`src/rtl/butterfly_mac_sequencer.sv`:
```
// Front end for the serial complex MAC: takes one butterfly request, streams its
// operands over count 0..3, then holds the MAC results behind a valid/ready handshake.
//
// state | meaning
// IDLE  | waiting for a request, operand buses parked at 0
// RUN   | streaming operands, count 0..3, flag high
// CAP   | count 4, waiting to move MAC results into Y*

module butterfly_mac_sequencer #(
    parameter int WIDTH = 16,
    parameter int FRAC  = 10
) (
    input  logic             clk_MAC,
    input  logic             rst,
    input  logic             req_valid,
    output logic             req_ready,
    input  logic [WIDTH-1:0] A_R,
    input  logic [WIDTH-1:0] A_I,
    input  logic [WIDTH-1:0] B_R,
    input  logic [WIDTH-1:0] B_I,
    input  logic [WIDTH-1:0] W_R,
    input  logic [WIDTH-1:0] W_I,
    output logic [WIDTH-1:0] in_A,
    output logic [WIDTH-1:0] in_B,
    output logic [WIDTH-1:0] in_W,
    output logic [2:0]       count,
    output logic             flag,
    input  logic [WIDTH-1:0] OUT1_R,
    input  logic [WIDTH-1:0] OUT1_I,
    input  logic [WIDTH-1:0] OUT2_R,
    input  logic [WIDTH-1:0] OUT2_I,
    output logic             res_valid,
    input  logic             res_ready,
    output logic [WIDTH-1:0] Y1_R,
    output logic [WIDTH-1:0] Y1_I,
    output logic [WIDTH-1:0] Y2_R,
    output logic [WIDTH-1:0] Y2_I,
    output logic             busy
);

    if (FRAC >= WIDTH) begin : g_frac_check
        $error("FRAC must be smaller than WIDTH");
    end

    typedef enum logic [1:0] {IDLE = 2'd0, RUN = 2'd1, CAP = 2'd2} state_t;

    state_t           state_q, state_d;
    logic [2:0]       count_q, count_d;
    logic             flag_q, flag_d;
    logic             req_ready_q, req_ready_d;
    logic             res_valid_q, res_valid_d;
    logic             busy_q, busy_d;
    logic [WIDTH-1:0] in_a_q, in_a_d, in_b_q, in_b_d, in_w_q, in_w_d;
    logic [WIDTH-1:0] a_r_q, a_r_d, a_i_q, a_i_d, b_r_q, b_r_d;
    logic [WIDTH-1:0] b_i_q, b_i_d, w_r_q, w_r_d, w_i_q, w_i_d;
    logic [WIDTH-1:0] y1_r_q, y1_r_d, y1_i_q, y1_i_d, y2_r_q, y2_r_d, y2_i_q, y2_i_d;
    logic             req_hs, capture;
    logic [1:0]       step;

    assign req_hs  = req_valid & req_ready_q;
    assign capture = (state_q == CAP) & (~res_valid_q | res_ready);
    assign step    = count_q[1:0] + 2'd1;

    always_ff @(posedge clk_MAC) begin
        if (rst) state_q <= IDLE;
        else     state_q <= state_d;
    end

    always_comb begin
        state_d = state_q;
        case (state_q)
            IDLE:    if (req_hs) state_d = RUN;
            RUN:     if (count_q == 3'd3) state_d = CAP;
            CAP:     if (capture) state_d = IDLE;
            default: state_d = IDLE;
        endcase
    end

    always_comb begin
        count_d     = count_q;
        flag_d      = (state_d == RUN);
        req_ready_d = (state_d == IDLE);
        busy_d      = (state_d != IDLE);
        res_valid_d = res_valid_q & ~res_ready;
        in_a_d = in_a_q;  in_b_d = in_b_q;  in_w_d = in_w_q;
        a_r_d  = a_r_q;   a_i_d  = a_i_q;   b_r_d  = b_r_q;
        b_i_d  = b_i_q;   w_r_d  = w_r_q;   w_i_d  = w_i_q;
        y1_r_d = y1_r_q;  y1_i_d = y1_i_q;  y2_r_d = y2_r_q;  y2_i_d = y2_i_q;
        case (state_q)
            IDLE: begin
                count_d = 3'd0;
                in_a_d  = '0;
                in_b_d  = '0;
                in_w_d  = '0;
                if (req_hs) begin
                    a_r_d = A_R;  a_i_d = A_I;  b_r_d = B_R;
                    b_i_d = B_I;  w_r_d = W_R;  w_i_d = W_I;
                    in_a_d = A_R;
                    in_b_d = B_R;
                    in_w_d = W_R;
                end
            end
            RUN: begin
                if (count_q == 3'd3) begin
                    count_d = 3'd4;
                end else begin
                    count_d = count_q + 3'd1;
                    // step 1: A_R,B_I,W_I  step 2: A_I,B_R,W_I  step 3: A_I,B_I,W_R
                    in_a_d  = step[1] ? a_i_q : a_r_q;
                    in_b_d  = step[0] ? b_i_q : b_r_q;
                    in_w_d  = (step[1] ^ step[0]) ? w_i_q : w_r_q;
                end
            end
            CAP: begin
                count_d = 3'd4;
                if (capture) begin
                    count_d     = 3'd0;
                    in_a_d      = '0;
                    in_b_d      = '0;
                    in_w_d      = '0;
                    res_valid_d = 1'b1;
                    y1_r_d = OUT1_R;  y1_i_d = OUT1_I;
                    y2_r_d = OUT2_R;  y2_i_d = OUT2_I;
                end
            end
            default: count_d = 3'd0;
        endcase
    end

    always_ff @(posedge clk_MAC) begin
        if (rst) begin
            count_q     <= 3'd0;
            flag_q      <= 1'b0;
            req_ready_q <= 1'b1;
            res_valid_q <= 1'b0;
            busy_q      <= 1'b0;
            in_a_q <= '0;  in_b_q <= '0;  in_w_q <= '0;
            a_r_q  <= '0;  a_i_q  <= '0;  b_r_q  <= '0;
            b_i_q  <= '0;  w_r_q  <= '0;  w_i_q  <= '0;
            y1_r_q <= '0;  y1_i_q <= '0;  y2_r_q <= '0;  y2_i_q <= '0;
        end else begin
            count_q     <= count_d;
            flag_q      <= flag_d;
            req_ready_q <= req_ready_d;
            res_valid_q <= res_valid_d;
            busy_q      <= busy_d;
            in_a_q <= in_a_d;  in_b_q <= in_b_d;  in_w_q <= in_w_d;
            a_r_q  <= a_r_d;   a_i_q  <= a_i_d;   b_r_q  <= b_r_d;
            b_i_q  <= b_i_d;   w_r_q  <= w_r_d;   w_i_q  <= w_i_d;
            y1_r_q <= y1_r_d;  y1_i_q <= y1_i_d;  y2_r_q <= y2_r_d;  y2_i_q <= y2_i_d;
        end
    end

    assign count     = count_q;
    assign flag      = flag_q;
    assign req_ready = req_ready_q;
    assign res_valid = res_valid_q;
    assign busy      = busy_q;
    assign in_A      = in_a_q;
    assign in_B      = in_b_q;
    assign in_W      = in_w_q;
    assign Y1_R      = y1_r_q;
    assign Y1_I      = y1_i_q;
    assign Y2_R      = y2_r_q;
    assign Y2_I      = y2_i_q;

endmodule

```
`config.mk`:
```
export PLATFORM = sky130hd
export DESIGN_NAME = butterfly_mac_sequencer
export DESIGN_NICKNAME = d
export VERILOG_FILES = /design/src/rtl/butterfly_mac_sequencer.sv
export SDC_FILE = /design/constraint.sdc
export NUM_CORES = 1
export LEC_CHECK = 0
export ABC_AREA = 0
export CELL_PAD_IN_SITES_DETAIL_PLACEMENT = 1
export CELL_PAD_IN_SITES_GLOBAL_PLACEMENT = 1
export CORE_ASPECT_RATIO = 0.9
export CORE_MARGIN = 8
export CORE_UTILIZATION = 30
export DETAILED_ROUTE_END_ITERATION = 8
export DONT_BUFFER_PORTS = 1
export MAX_ROUTING_LAYER = met4
export PLACE_DENSITY = 0.55
export SYNTH_ARGS = -nofsm -noshare
export SYNTH_HDL_FRONTEND = slang
export SYNTH_SLANG_ARGS = --single-unit
```
`constraint.sdc`:
```
create_clock -name clk_MAC -period 2.5 [get_ports clk_MAC]
set_input_delay 0.125 -clock clk_MAC [delete_from_list [all_inputs] [get_ports clk_MAC]]
set_output_delay 0.125 -clock clk_MAC [all_outputs]
set_load 0.02 [all_outputs]
```
After elaboration in Yosys (flattened, before gate mapping)
Cells that the tools add are included.
{ "totals": {"mem_bits_ro": 0, "memories": 0, "inputBits": 164, "register_bits": 217, "wordCells": 63, "latch_bits": 0, "ram_bits": 0, "output_inout_bits": 119} }
{ "op_classes": {"eq_ne": 6, "reduce_logical": 7, "mul": 0, "n_lt_le_gt_ge": 0, "div_mod_pow": 0, "n_shift": 0, "n_addsub": 2, "muxes": 22, "n_bitwise": 7} }
{ "op_table": {"columns": ["cell", "n"], "rows": [
  ["$mux 16", 10],
  ["$pmux 16 s3", 3],
  ["$mux 2", 3],
  ["$mux 3", 2],
  ["$pmux 2 s3", 1],
  ["$pmux 3 s2", 1],
  ["$eq 2x1->1 const B", 2],
  ["$logic_not 2->1", 2],
  ["$ne 2x2->1 const B", 2],
  ["$reduce_and 2->1", 2],
  ["$add 3x1->3 const B", 1],
  ["$and 1x1->1", 3],
  ["$eq 3x2->1 const B", 1],
  ["$reduce_and 3->1", 1],
  ["$reduce_bool 3->1", 1],
  ["$add 2x1->2 const B", 1],
  ["$eq 2x2->1 const B", 1],
  ["$mux 1", 2],
  ["$not 1->1", 2],
  ["$reduce_bool 2->1", 1],
  ["$or 1x1->1", 1],
  ["$xor 1x1->1", 1]
]} }

Longest topological paths before layout
Gate-level depths: netlist (run 1).
{ "depth": {"ltp_word": 6, "mapped_depth": 8, "ltp_nobuf": 5} }

Worst setup path after synthesis (run 1)
No wires, ideal clock.
{ "synth_timing": {"path_kind": "flip-flop to flip-flop", "from": "register count_q[0] (netlist: count[0])", "to": "register in_w_q[10] (netlist: in_W[10])", "slack_ns": 0.562, "setup_time_ns": 0.088, "t_required_ns": 2.412, "path_stages_with_launch": 7, "arrival_ns": 1.850, "path_buffers": 2, "synth_period_minus_slack_ns": 1.938, "path_cell_list": "dfxtp_1 > ha_1 > buf_6 > xnor2_4 > buf_6 > mux2_4 > a311oi_2"} }
{ "synth_via": {"elab_chain_len": 5, "elab_cells_between_ends": 8, "cone_classes": "1 x add/sub; 2 x eq/ne; 3 x mux; 1 x bitwise; 1 x reduce/logical"} }
{ "synth_lines": {"columns": ["item", "line_no", "source"], "rows": [
  ["start: declaration", "48", "logic [2:0] count_q, count_d;"],
  ["start signal: assignment", "142", "count_q <= count_d;"],
  ["$add 2x1->2", "62", "assign step = count_q[1:0] + 2'd1;"],
  ["$xor 1x1->1", "111", "in_w_d = (step[1] ^ step[0]) ? w_i_q : w_r_q;"],
  ["$mux 16", "111", null],
  ["$mux 16", "104", "if (count_q == 3'd3) begin"],
  ["$pmux 16 s3", "89", "case (state_q)"],
  ["end signal: assignment", "147", "in_a_q <= in_a_d; in_b_q <= in_b_d; in_w_q <= in_w_d;"],
  ["end: declaration", "53", "logic [WIDTH-1:0] in_a_q, in_a_d, in_b_q, in_b_d, in_w_q, in_w_d;"]
]} }
Parallel ways exist; a longest one is shown, timed or not. The select of a mux whose other input is x is not followed.
A chain may end at the register's enable or synchronous reset.

Worst setup path after layout (run 1)
{ "layout_timing": {"from": "register state_q[0]", "to": "register y1_r_q[13] (netlist: Y1_R[13])"} }
{ "layout_via": {"elab_chain_len": 3} }
{ "layout_lines": {"columns": ["item", "line_no", "source"], "rows": [
  ["start: declaration", "47", "state_t state_q, state_d;"],
  ["start signal: assignment", "66", "else state_q <= state_d;"],
  ["$eq 2x2->1 *", "61, 89", null],
  ["$and 1x1->1", "61", "assign capture = (state_q == CAP) & (~res_valid_q | res_ready);"],
  ["$reduce_and 2->1 (no source line) *", null, null],
  ["end signal: assignment", "150", "y1_r_q <= y1_r_d; y1_i_q <= y1_i_d; y2_r_q <= y2_r_d; y2_i_q <= y2_i_d;"],
  ["end: declaration", "56", "logic [WIDTH-1:0] y1_r_q, y1_r_d, y1_i_q, y1_i_d, y2_r_q, y2_r_d, y2_i_q, y2_i_d;"]
]} }
Every way passes the cells marked *; elsewhere a longest branch is shown, timed or not.

==> impl_metrics.json, run 1 <==
{
  "outcome": "finished, final reports clean",
  "ys.flop_type": "dfxtp_1",
  "slowest_stage": "dlygate4sd3_1",
  "die_w_um": 198.8,
  "synth_area_leaders": "dfxtp_1, a21oi_1, nand2_1",
  "synth-seq-area-share": 0.4818,
  "clkSinkCount": 217,
  "power_mw": 8.970,
  "p_leak_nw": 4.700,
  "cp-startpoint": "state_q[0]",
  "postLayoutCoreUtil": 0.4198,
  "synth_top_area_cell": "dfxtp_1",
  "routed_wl_um": 36240,
  "io_buffer_count": 0,
  "r2r_start": "state_q[0]",
  "rsz0062_at_grt": "no",
  "rrSetupSlack_ns": 0.13,
  "max_freq_mhz": 422.5,
  "reg2reg_to": "Y1_R[13]",
  "vias": 8602,
  "grt_pass1_vias": 9339,
  "crit_path_end_kind": "flop",
  "worstMarginPinSlew_ns": 0.6144,
  "finClkSkew_ns": 0.006527,
  "crit_chain": "inv_1 -> ha_2 -> buf_6 -> inv_2 -> buf_12 -> o21ai_0 -> a21oi_1 -> dlygate4sd3_1",
  "ioPinCount": 283,
  "period_needed_ns": 2.367,
  "antenna_found_initial": 4,
  "hold_start": "res_ready",
  "relSlewSlack": 0.5904,
  "core_area_um2": 29730,
  "hold_path_class": "in -> reg",
  "wl_per_cell_um": 21.87,
  "syn_area_um2": 9017,
  "grt.total_usage": 0.1969,
  "slew_violations": 0,
  "fin_crit_sh": 0.9467,
  "h-tree-depth": 1,
  "max_stage_delay_ns": 0.56,
  "max-vdd-ir-drop_mv": 0.4605,
  "yosysWarnings": 0,
  "gp_congestion": 0.7447,
  "synth_edf_count": 0,
  "synth_seq_cells": 217,
  "cts_root_buf": "clkbuf_16",
  "route.antenna.remaining_nets": 0,
  "endpoint": "Y1_R[13]",
  "max_cap_viol_count": 0,
  "hold_violations": 0,
  "crit_fanout": 64,
  "syn_avg_cell_area_um2": 8.412,
  "final.setup.tns_ns": 0,
  "grt_pass1_wl_um": 55120,
  "clockBufferDepth": 3,
  "firstDrtPassIters": 6,
  "overflow": 0,
  "cts_made_buffers": 26,
  "syn_to_final_growth_pct": 38.39,
  "dieArea_um2": 35870,
  "drive_above_1_share": 0.1168,
  "drcViolationCount": 0,
  "start_util": 0.3033,
  "grt_max_degree": 125,
  "post_cts_buffers": 0,
  "cp.required_ns": 2.91,
  "start_kind": "flop",
  "yosys.cell_types.count": 35,
  "tritoncts": "built",
  "whs_ns": 0.1024,
  "rows": 60,
  "synth_top_area_frac": 0.4818,
  "syn_nets": 1242,
  "fin_nets": 1400,
  "die_h_um": 180.5,
  "vias_per_cell": 5.191,
  "netlist_instances": 1072,
  "clock_latency_ns": 0.53,
  "async_flop_share": 0,
  "worstRegToRegCells": 8,
  "arrival_ns": 2.78,
  "clkTransAtPathRegs_ns": 0.06,
  "power_per_cell_area_nw_per_um2": 718.7,
  "dp_hpwl_um": 21070,
  "drtIter0Drc": 365,
  "crit_type": "reg -> reg",
  "finalSetupViolations": 0
}
-- area by class of cell --
cell class,instances,area [µm²]
clock buffer,43,855.8
timing repair buffer,237,2424
sequential,217,4344
fill,3449,17250
multi-input combinational,742,4240
tap,403,504.2
clock inverter,5,78.83
inverter,6,22.52
antenna,4,10.01
-- through the flow --
stage          cells  cell area (µm²)  setup WS [ns]
2_1_floorplan   1072             9017         0.5619
3_3_place_gp    1393             9393         0.5422
3_5_place_dp    1393             9393         0.4282
4_1_cts         1650            12440        0.01523
5_1_grt         1657            12480        0.01512
6_report        1657            12480         0.1333
-- worst min path at each step --
stage                           end  slack [ns]  cells past startpoint
after floorplan            a_i_q[0]        0.26                      2
after global placement     w_i_q[2]        0.22                      1
after detailed placement   a_i_q[5]        0.22                      1
after CTS                 req_ready        0.09                      3
after global routing       Y1_R[15]        0.11                      4
final                      Y2_R[10]        0.10                      4
-- synthesized netlist by cell type (2+ instances only) --
library cell,number
buf_4,2
clkbuf_1,72
nor2b_1,2
mux2_4,10
mux2_2,38
a311oi_2,10
dfxtp_1,217
nand2_1,210
a22oi_1,32
and3b_1,2
and2_1,4
ha_1,6
a21oi_1,212
a211oi_1,32
buf_2,32
a311oi_1,6
o21ai_0,65
buf_6,3
nand3_1,97
inv_1,5
-- registers in the layout (all words and copies together), names as in the netlist --
| signal | cells |
|---|---|
| Y1_I | 16 |
| Y1_R | 16 |
| Y2_I | 16 |
| Y2_R | 16 |
| a_i_q | 16 |
| a_r_q | 16 |
| b_i_q | 16 |
| b_r_q | 16 |
| in_A | 16 |
| in_B | 16 |
| in_W | 16 |
| w_i_q | 16 |
| w_r_q | 16 |
| count | 3 |
| state_q | 2 |
| busy | 1 |
| flag | 1 |
| req_ready | 1 |
| res_valid | 1 |
-- critical path: cells and delay by family (launching register included) --
family,cells,cell delay (ns)
fa+ha+maj,1,0.23
buf+inv,5,1.25
flops,1,0.34
compound gates,2,0.38
-- logic make-up (layout without fill, tap and decap cells) --
kind of cell	after synthesis	count (layout)	synth area share
AO/OA/AOI/OAI	362	362	0.2342
adder cells (fa/ha/maj)	6	6	0.008325
AND/OR/NAND/NOR	322	325	0.1525
other	0	4	0
XOR/XNOR	1	1	0.003053
flip-flops	217	217	0.4818
multiplexers	48	48	0.06410
buffers and inverters	116	291	0.05605
-- layer usage --
metal / global-route usage / vias to the layer above / wire length (µm)
li1: - / 4095 / -
met1: 0.2403 / 4224 / 15550
met2: 0.3148 / 239 / 17180
met3: 0.06311 / 44 / 2839
met4: 0.04089 / 0 / 676
met5: - / - / 0
-- timing repair --
item,CTS,global route
endpoints found under the setup margin,0,82
hold buffers,209,0
endpoints found under the hold margin,216,0
resized for setup,0,2
-- power breakdown --
part / switching [mW] / total (mW) / internal (mW)
Sequential: 0.185 / 3.84 / 3.65
Clock: 1.54 / 4.06 / 2.53
Combinational: 0.572 / 1.07 / 0.498
Total: 2.29 / 8.97 / 6.68
-- layout by cell type, fill, tap and decap left out, drive strengths merged, types with 2 or more instances in the layout --
cell type,count
bufinv,2
o21ai,65
and3,2
dfxtp,217
clkbuf,43
clkinv,3
and3b,2
nand3,98
inv,6
a211oi,32
a21oi,212
buf,29
a22oi,32
diode,4
nor2b,3
ha,6
mux2,48
dlygate4sd3,208
and2,4
nand2,210
a311oi,16
No activity file was read; power rests on OpenSTA's default activity.
==> inputs of run 2 (changes only) <==
ABC_AREA = 1   (was 0)
CTS_CLUSTER_SIZE = 28   (was not set)
PLACE_DENSITY = 0.56   (was 0.55)
==> run 2 against run 1 <==
Sequential power increased by 1%. Critical path depth decreased by 1. Total power decreased by 0.81%. Final cell count increased by 13%. Combinational power increased by 9%. Sequential share of layout area increased by 1.3 points. Flip-flop and latch count unchanged. Critical endpoint is now in_W[8]. Highest routed layer unchanged.
==> impl_metrics.json, run 2 <==
{
  "overflow": 0,
  "r2r_start": "count[2]",
  "slew_violations": 0,
  "clock_latency_ns": 0.53,
  "netlist_instances": 1324,
  "start_kind": "flop",
  "drcViolationCount": 0,
  "rsz0062_at_grt": "no",
  "reg2reg_to": "in_W[8]",
  "h-tree-depth": 1,
  "route.antenna.remaining_nets": 0,
  "multiInputGateArea_um2": 3827,
  "final.setup.tns_ns": 0,
  "max-vdd-ir-drop_mv": 0.4755,
  "grt_pass1_vias": 8995,
  "vias_per_cell": 4.679,
  "grt_pass1_wl_um": 50490,
  "outcome": "finished, final reports clean",
  "fin_crit_sh": 0.7988,
  "max_freq_mhz": 500.7,
  "synth_top_area_frac": 0.4679,
  "grt_max_degree": 129,
  "crit_type": "reg -> reg",
  "cts_made_buffers": 26,
  "syn_to_final_growth_pct": 29.71,
  "hold_buffers": 164,
  "power_per_cell_area_nw_per_um2": 738.7,
  "min_to": "b_i_q[1]",
  "core_area_um2": 30680,
  "start_util": 0.3026,
  "dp_hpwl_um": 20760,
  "synth.most_common_cell": "nand2_1",
  "rows": 61,
  "clockBufferDepth": 3,
  "crit_path_end_kind": "flop",
  "wl_per_cell_um": 17.07,
  "fillCellCount": 3764,
  "cp.required_ns": 2.92,
  "cts_resized": 0,
  "routed_wl_um": 32030,
  "crit_chain": "inv_1 -> ha_1 -> a21oi_1 -> nand2_4 -> buf_12 -> nor2_1 -> a21oi_2",
  "finalSetupViolations": 0,
  "clkSinkCount": 217,
  "final_cell_mix": "nand2_1, nor2_1, dfxtp_1, dlygate4sd3_1, inv_1",
  "cts_root_buf": "clkbuf_16",
  "async_flop_share": 0,
  "synth_top_area_cell": "dfxtp_1",
  "tritoncts": "built",
  "drtIter0Drc": 344,
  "postLayoutCoreUtil": 0.3925,
  "max_cap_viol_count": 0,
  "syn_nets": 1494,
  "arrival_ns": 2.41,
  "hold_path_class": "in -> reg",
  "finClkSkew_ns": 0.008416,
  "gp_congestion": 0.7374,
  "worstRegToRegCells": 7,
  "synth-seq-area-share": 0.4679,
  "max_stage_delay_ns": 0.50,
  "synth_seq_cells": 217,
  "syn_area_um2": 9285,
  "rrSetupSlack_ns": 0.50,
  "syn_avg_cell_area_um2": 7.013,
  "antenna_found_initial": 5,
  "clkTransAtPathRegs_ns": 0.06,
  "min_path_cells": 3,
  "firstDrtPassIters": 4,
  "dieArea_um2": 36840,
  "period_needed_ns": 1.997,
  "ioPinCount": 283,
  "crit_fanout": 74,
  "slowest_stage": "dfxtp_1",
  "die_w_um": 201.4,
  "hold_start": "req_valid",
  "grt.total_usage": 0.1707,
  "io_buffer_count": 0,
  "synth_edf_count": 0,
  "vias": 8783,
  "fin_nets": 1614,
  "ys.flop_type": "dfxtp_1",
  "post_cts_buffers": 0,
  "drive_above_1_share": 0.05947,
  "yosysWarnings": 0,
  "final_common_cell": "nand2_1",
  "synth_area_leaders": "dfxtp_1, nand2_1, nor2_1",
  "relSlewSlack": 0.4361,
  "p_leak_nw": 4.950,
  "worstMarginPinSlew_ns": 0.8431,
  "synth.top_cells.by_count": "nand2_1, nor2_1, dfxtp_1, inv_1, o21ai_0",
  "hold_violations": 0,
  "seq_area_um2": 4344,
  "die_h_um": 182.9,
  "yosys.cell_types.count": 24
}
run 2: routing by layer:
metal / GRT usage / wire [µm] / vias up
met5: - / 0 / -
met4: 0.03971 / 643 / 0
met3: 0.05432 / 2361 / 44
met2: 0.2867 / 15170 / 199
met1: 0.1974 / 13860 / 4140
li1: - / - / 4400
run 2: worst max-delay path: cells and delay by family, from the launching register on:
family / cells / cell delay (ns)
buffers and inverters: 2 / 0.33
adders and majority gates: 1 / 0.23
and+or+nand+nor: 2 / 0.41
AOI/OAI and AO/OA: 2 / 0.31
DFF: 1 / 0.50
run 2: layout make-up:
type / count / area share
tap: 409 / 0.04249
timing repair buffer: 183 / 0.1544
antenna: 5 / 0.001039
inverter: 162 / 0.05111
clock buffer: 37 / 0.06420
clock inverter: 10 / 0.008311
multi-input combinational: 854 / 0.3178
sequential: 217 / 0.3607
run 2: report_power, final:
| part | leakage [nW] | internal (mW) | switching (mW) | total (mW) |
|---|---|---|---|---|
| logic | 2.73 | 0.469 | 0.696 | 1.17 |
| clock network | 0.440 | 2.34 | 1.51 | 3.85 |
| registers | 1.78 | 3.71 | 0.169 | 3.88 |
run 2: kinds of logic after synthesis:
family,after synthesis,synth area share
DFF,217,0.4679
AOI/OAI and AO/OA,271,0.1517
adders and majority gates,6,0.008085
and+or+nand+nor,577,0.2510
buffers and inverters,253,0.1213
run 2: worst max-delay path by stage:
stage | from | to | depth (start not counted)
5_1_grt | count[2] | in_W[2] | 8
3_5_place_dp | count[2] | in_W[8] | 7
4_1_cts | count[2] | in_W[4] | 8
6_report | count[2] | in_W[8] | 7
3_3_place_gp | count[2] | in_W[8] | 7
2_1_floorplan | count[0] | in_W[10] | 8
run 2: per-stage QoR:
| step | cell area [µm²] | cells | hold WS [ns] | worst slack [ns] | total power, mW |
|---|---|---|---|---|---|
| after global placement | 9517 | 1661 | 0.2046 | 0.5493 | 4.872 |
| after global routing | 12040 | 1877 | 0.1109 | 0.3438 | 9.356 |
| final | 12040 | 1877 | 0.09048 | 0.5029 | 8.897 |
| after CTS | 12030 | 1872 | 0.07341 | 0.5198 | 9.068 |
| after floorplan | 9285 | 1324 | 0.2881 | 0.8926 | 4.673 |
| after detailed placement | 9517 | 1661 | 0.2069 | 0.5236 | 4.903 |
==> inputs of run 3 (changes only) <==
clock period = 1.9 ns   (was 2.5 ns; I/O delays follow)
==> run 3 against run 2 <==
Worst hold slack better by 0.073 ns. Sequential power is 31% higher. Largest cell class unchanged. Design area up 2.5%. Clock power up 37%. Global-route usage grew 0.34 points.
==> impl_metrics.json, run 3 (synthesis gave the netlist of run 2 again) <==
{
  "tritoncts": "built",
  "crit_fanout": 14,
  "slew_violations": 0,
  "p_int_mw": 8.848,
  "fin_crit_sh": 0.9197,
  "vias": 8922,
  "placed_cells": 1674,
  "slowest_stage": "dlygate4sd3_1",
  "reg2reg_to": "w_r_q[10]",
  "crit_path_end_kind": "flop",
  "rows": 61,
  "start_kind": "flop",
  "period_needed_ns": 1.747,
  "start_util": 0.3026,
  "crit_chain": "inv_2 -> ha_4 -> nand3_4 -> o21ai_0 -> a21oi_1 -> dlygate4sd3_1",
  "power_mw": 12.00,
  "wl_per_cell_um": 17.11,
  "grt_pass1_vias": 9267,
  "whs_ns": 0.1630,
  "max_stage_delay_ns": 0.57,
  "min_to": "in_B[10]",
  "cp.required_ns": 2.31,
  "max_cap_viol_count": 0,
  "firstDrtPassIters": 4,
  "dieArea_um2": 36840,
  "r2r_start": "state_q[0]",
  "clkTransAtPathRegs_ns": 0.06,
  "min_path_cells": 7,
  "grt_max_degree": 94,
  "power_per_cell_area_nw_per_um2": 972.2,
  "h-tree-depth": 1,
  "worstRegToRegCells": 6,
  "core_area_um2": 30680,
  "fillCellCount": 3781,
  "clock_latency_ns": 0.52,
  "finClkSkew_ns": 0.01110,
  "drcViolationCount": 0,
  "arrival_ns": 2.16,
  "switching_share": 0.2624,
  "clock_power_share": 0.439,
  "final_cell_mix": "nand2_1, nor2_1, dfxtp_1, dlygate4sd3_1, inv_1",
  "fin_nets": 1639,
  "drive_above_1_share": 0.06720,
  "multiInputGateArea_um2": 3840,
  "cts_root_buf": "clkbuf_16",
  "gp_congestion": 0.7534,
  "seq_area_um2": 4344,
  "routed_wl_um": 32530,
  "clkSinkCount": 217,
  "hold_path_class": "in -> reg",
  "grt.total_usage": 0.1741,
  "relSlewSlack": 0.5763,
  "rrSetupSlack_ns": 0.15,
  "die_w_um": 201.4,
  "dp_hpwl_um": 20880,
  "cts_made_buffers": 27,
  "rsz0062_at_grt": "no",
  "syn_to_final_growth_pct": 32.89,
  "finalNonFillerCells": 1901,
  "die_h_um": 182.9,
  "power_frac_seq": 0.425,
  "outcome": "finished, final reports clean",
  "hold_violations": 0,
  "antenna_found_initial": 4,
  "hold_start": "req_valid",
  "final_common_cell": "nand2_1",
  "max-vdd-ir-drop_mv": 0.6510,
  "route.antenna.remaining_nets": 0,
  "pwr-share-comb": 0.136,
  "vias_per_cell": 4.693,
  "worstMarginPinSlew_ns": 0.6335,
  "overflow": 0,
  "clockBufferDepth": 3,
  "crit_type": "reg -> reg",
  "drtIter0Drc": 318,
  "ioPinCount": 283,
  "io_buffer_count": 0,
  "max_freq_mhz": 572.3,
  "p_sw_mw": 3.148,
  "finalSetupViolations": 0,
  "p_leak_nw": 5.069,
  "grt_pass1_wl_um": 51730,
  "final.setup.tns_ns": 0
}
run 3: cell count changes in the layout (fill, tap and decap cells not counted), moves of 2 or more:
| cell | before | now |
|---|---|---|
| dlygate4sd3_1 | 164 | 176 |
| buf_4 | 13 | 22 |
| clkinv_2 | 8 | 3 |
| inv_1 | 157 | 155 |
| clkbuf_1 | 4 | 7 |
| buf_12 | 6 | 9 |
| inv_2 | 3 | 5 |
run 3: power by group through the flow:
stage / clock (mW) / sequential (mW) / combinational [mW]
2_1_floorplan: 0 / 5.16 / 0.994
3_3_place_gp: 0 / 5.20 / 1.26
3_5_place_dp: 0 / 5.21 / 1.29
4_1_cts: 5.44 / 5.11 / 1.64
5_1_grt: 5.64 / 5.14 / 1.85
6_report: 5.27 / 5.10 / 1.63
run 3: area by class of cell:
class,count,area share
flip-flops and latches,217,0.3521
multi-input cells,854,0.3112
repair buffers,207,0.1708
diodes,4,0.0008112
clock buffers,41,0.06469
well taps,409,0.04147
clock inverters,7,0.009126
inverters,162,0.04989
run 3: repair_timing:
action / in CTS / in global routing
hold buffers: 176 / 0
resized for setup: 0 / 5
endpoints found under the setup margin: 0 / 3
setup buffers: 0 / 0
hold endpoints to repair: 215 / 0
run 3: worst max path at each step:
stage               cells past startpoint         to        from  slack [ns]
finish                                  6  w_r_q[10]  state_q[0]        0.15
global route                            6  w_r_q[12]  state_q[0]        0.04
CTS                                     7  w_r_q[12]  state_q[0]       0.002
detailed placement                      6   w_i_q[7]  state_q[0]        0.25
global placement                        7   in_A[15]    count[0]        0.27
floorplan                               8   in_W[10]    count[0]        0.29
run 3: stage by stage:
step	cell area [µm²]	utilization	setup slack [ns]
detailed placement	9652	0.3146	0.2450
global route	12340	0.4022	0.04370
global placement	9652	0.3146	0.2675
floorplan	9285	-	0.2926
finish	12340	0.4022	0.1526
CTS	12320	0.4017	0.001846
run 3: worst max-delay path, delay by kind of cell (launching register included):
family	cells	cell delay (ns)
buf+inv	2	0.67
flops	1	0.34
compound gates	2	0.28
fa+ha+maj	1	0.17
simple gates	1	0.17
run 3: layer usage:
| layer | wire [µm] | share of wire | vias up | GRT usage |
|---|---|---|---|---|
| met2 | 14990 | 0.46 | 217 | 0.2821 |
| met5 | 0 | 0 | - | - |
| li1 | - | - | 4448 | - |
| met1 | 14450 | 0.44 | 4192 | 0.2093 |
| met4 | 1100 | 0.034 | 0 | 0.05547 |
| met3 | 1983 | 0.061 | 65 | 0.04674 |
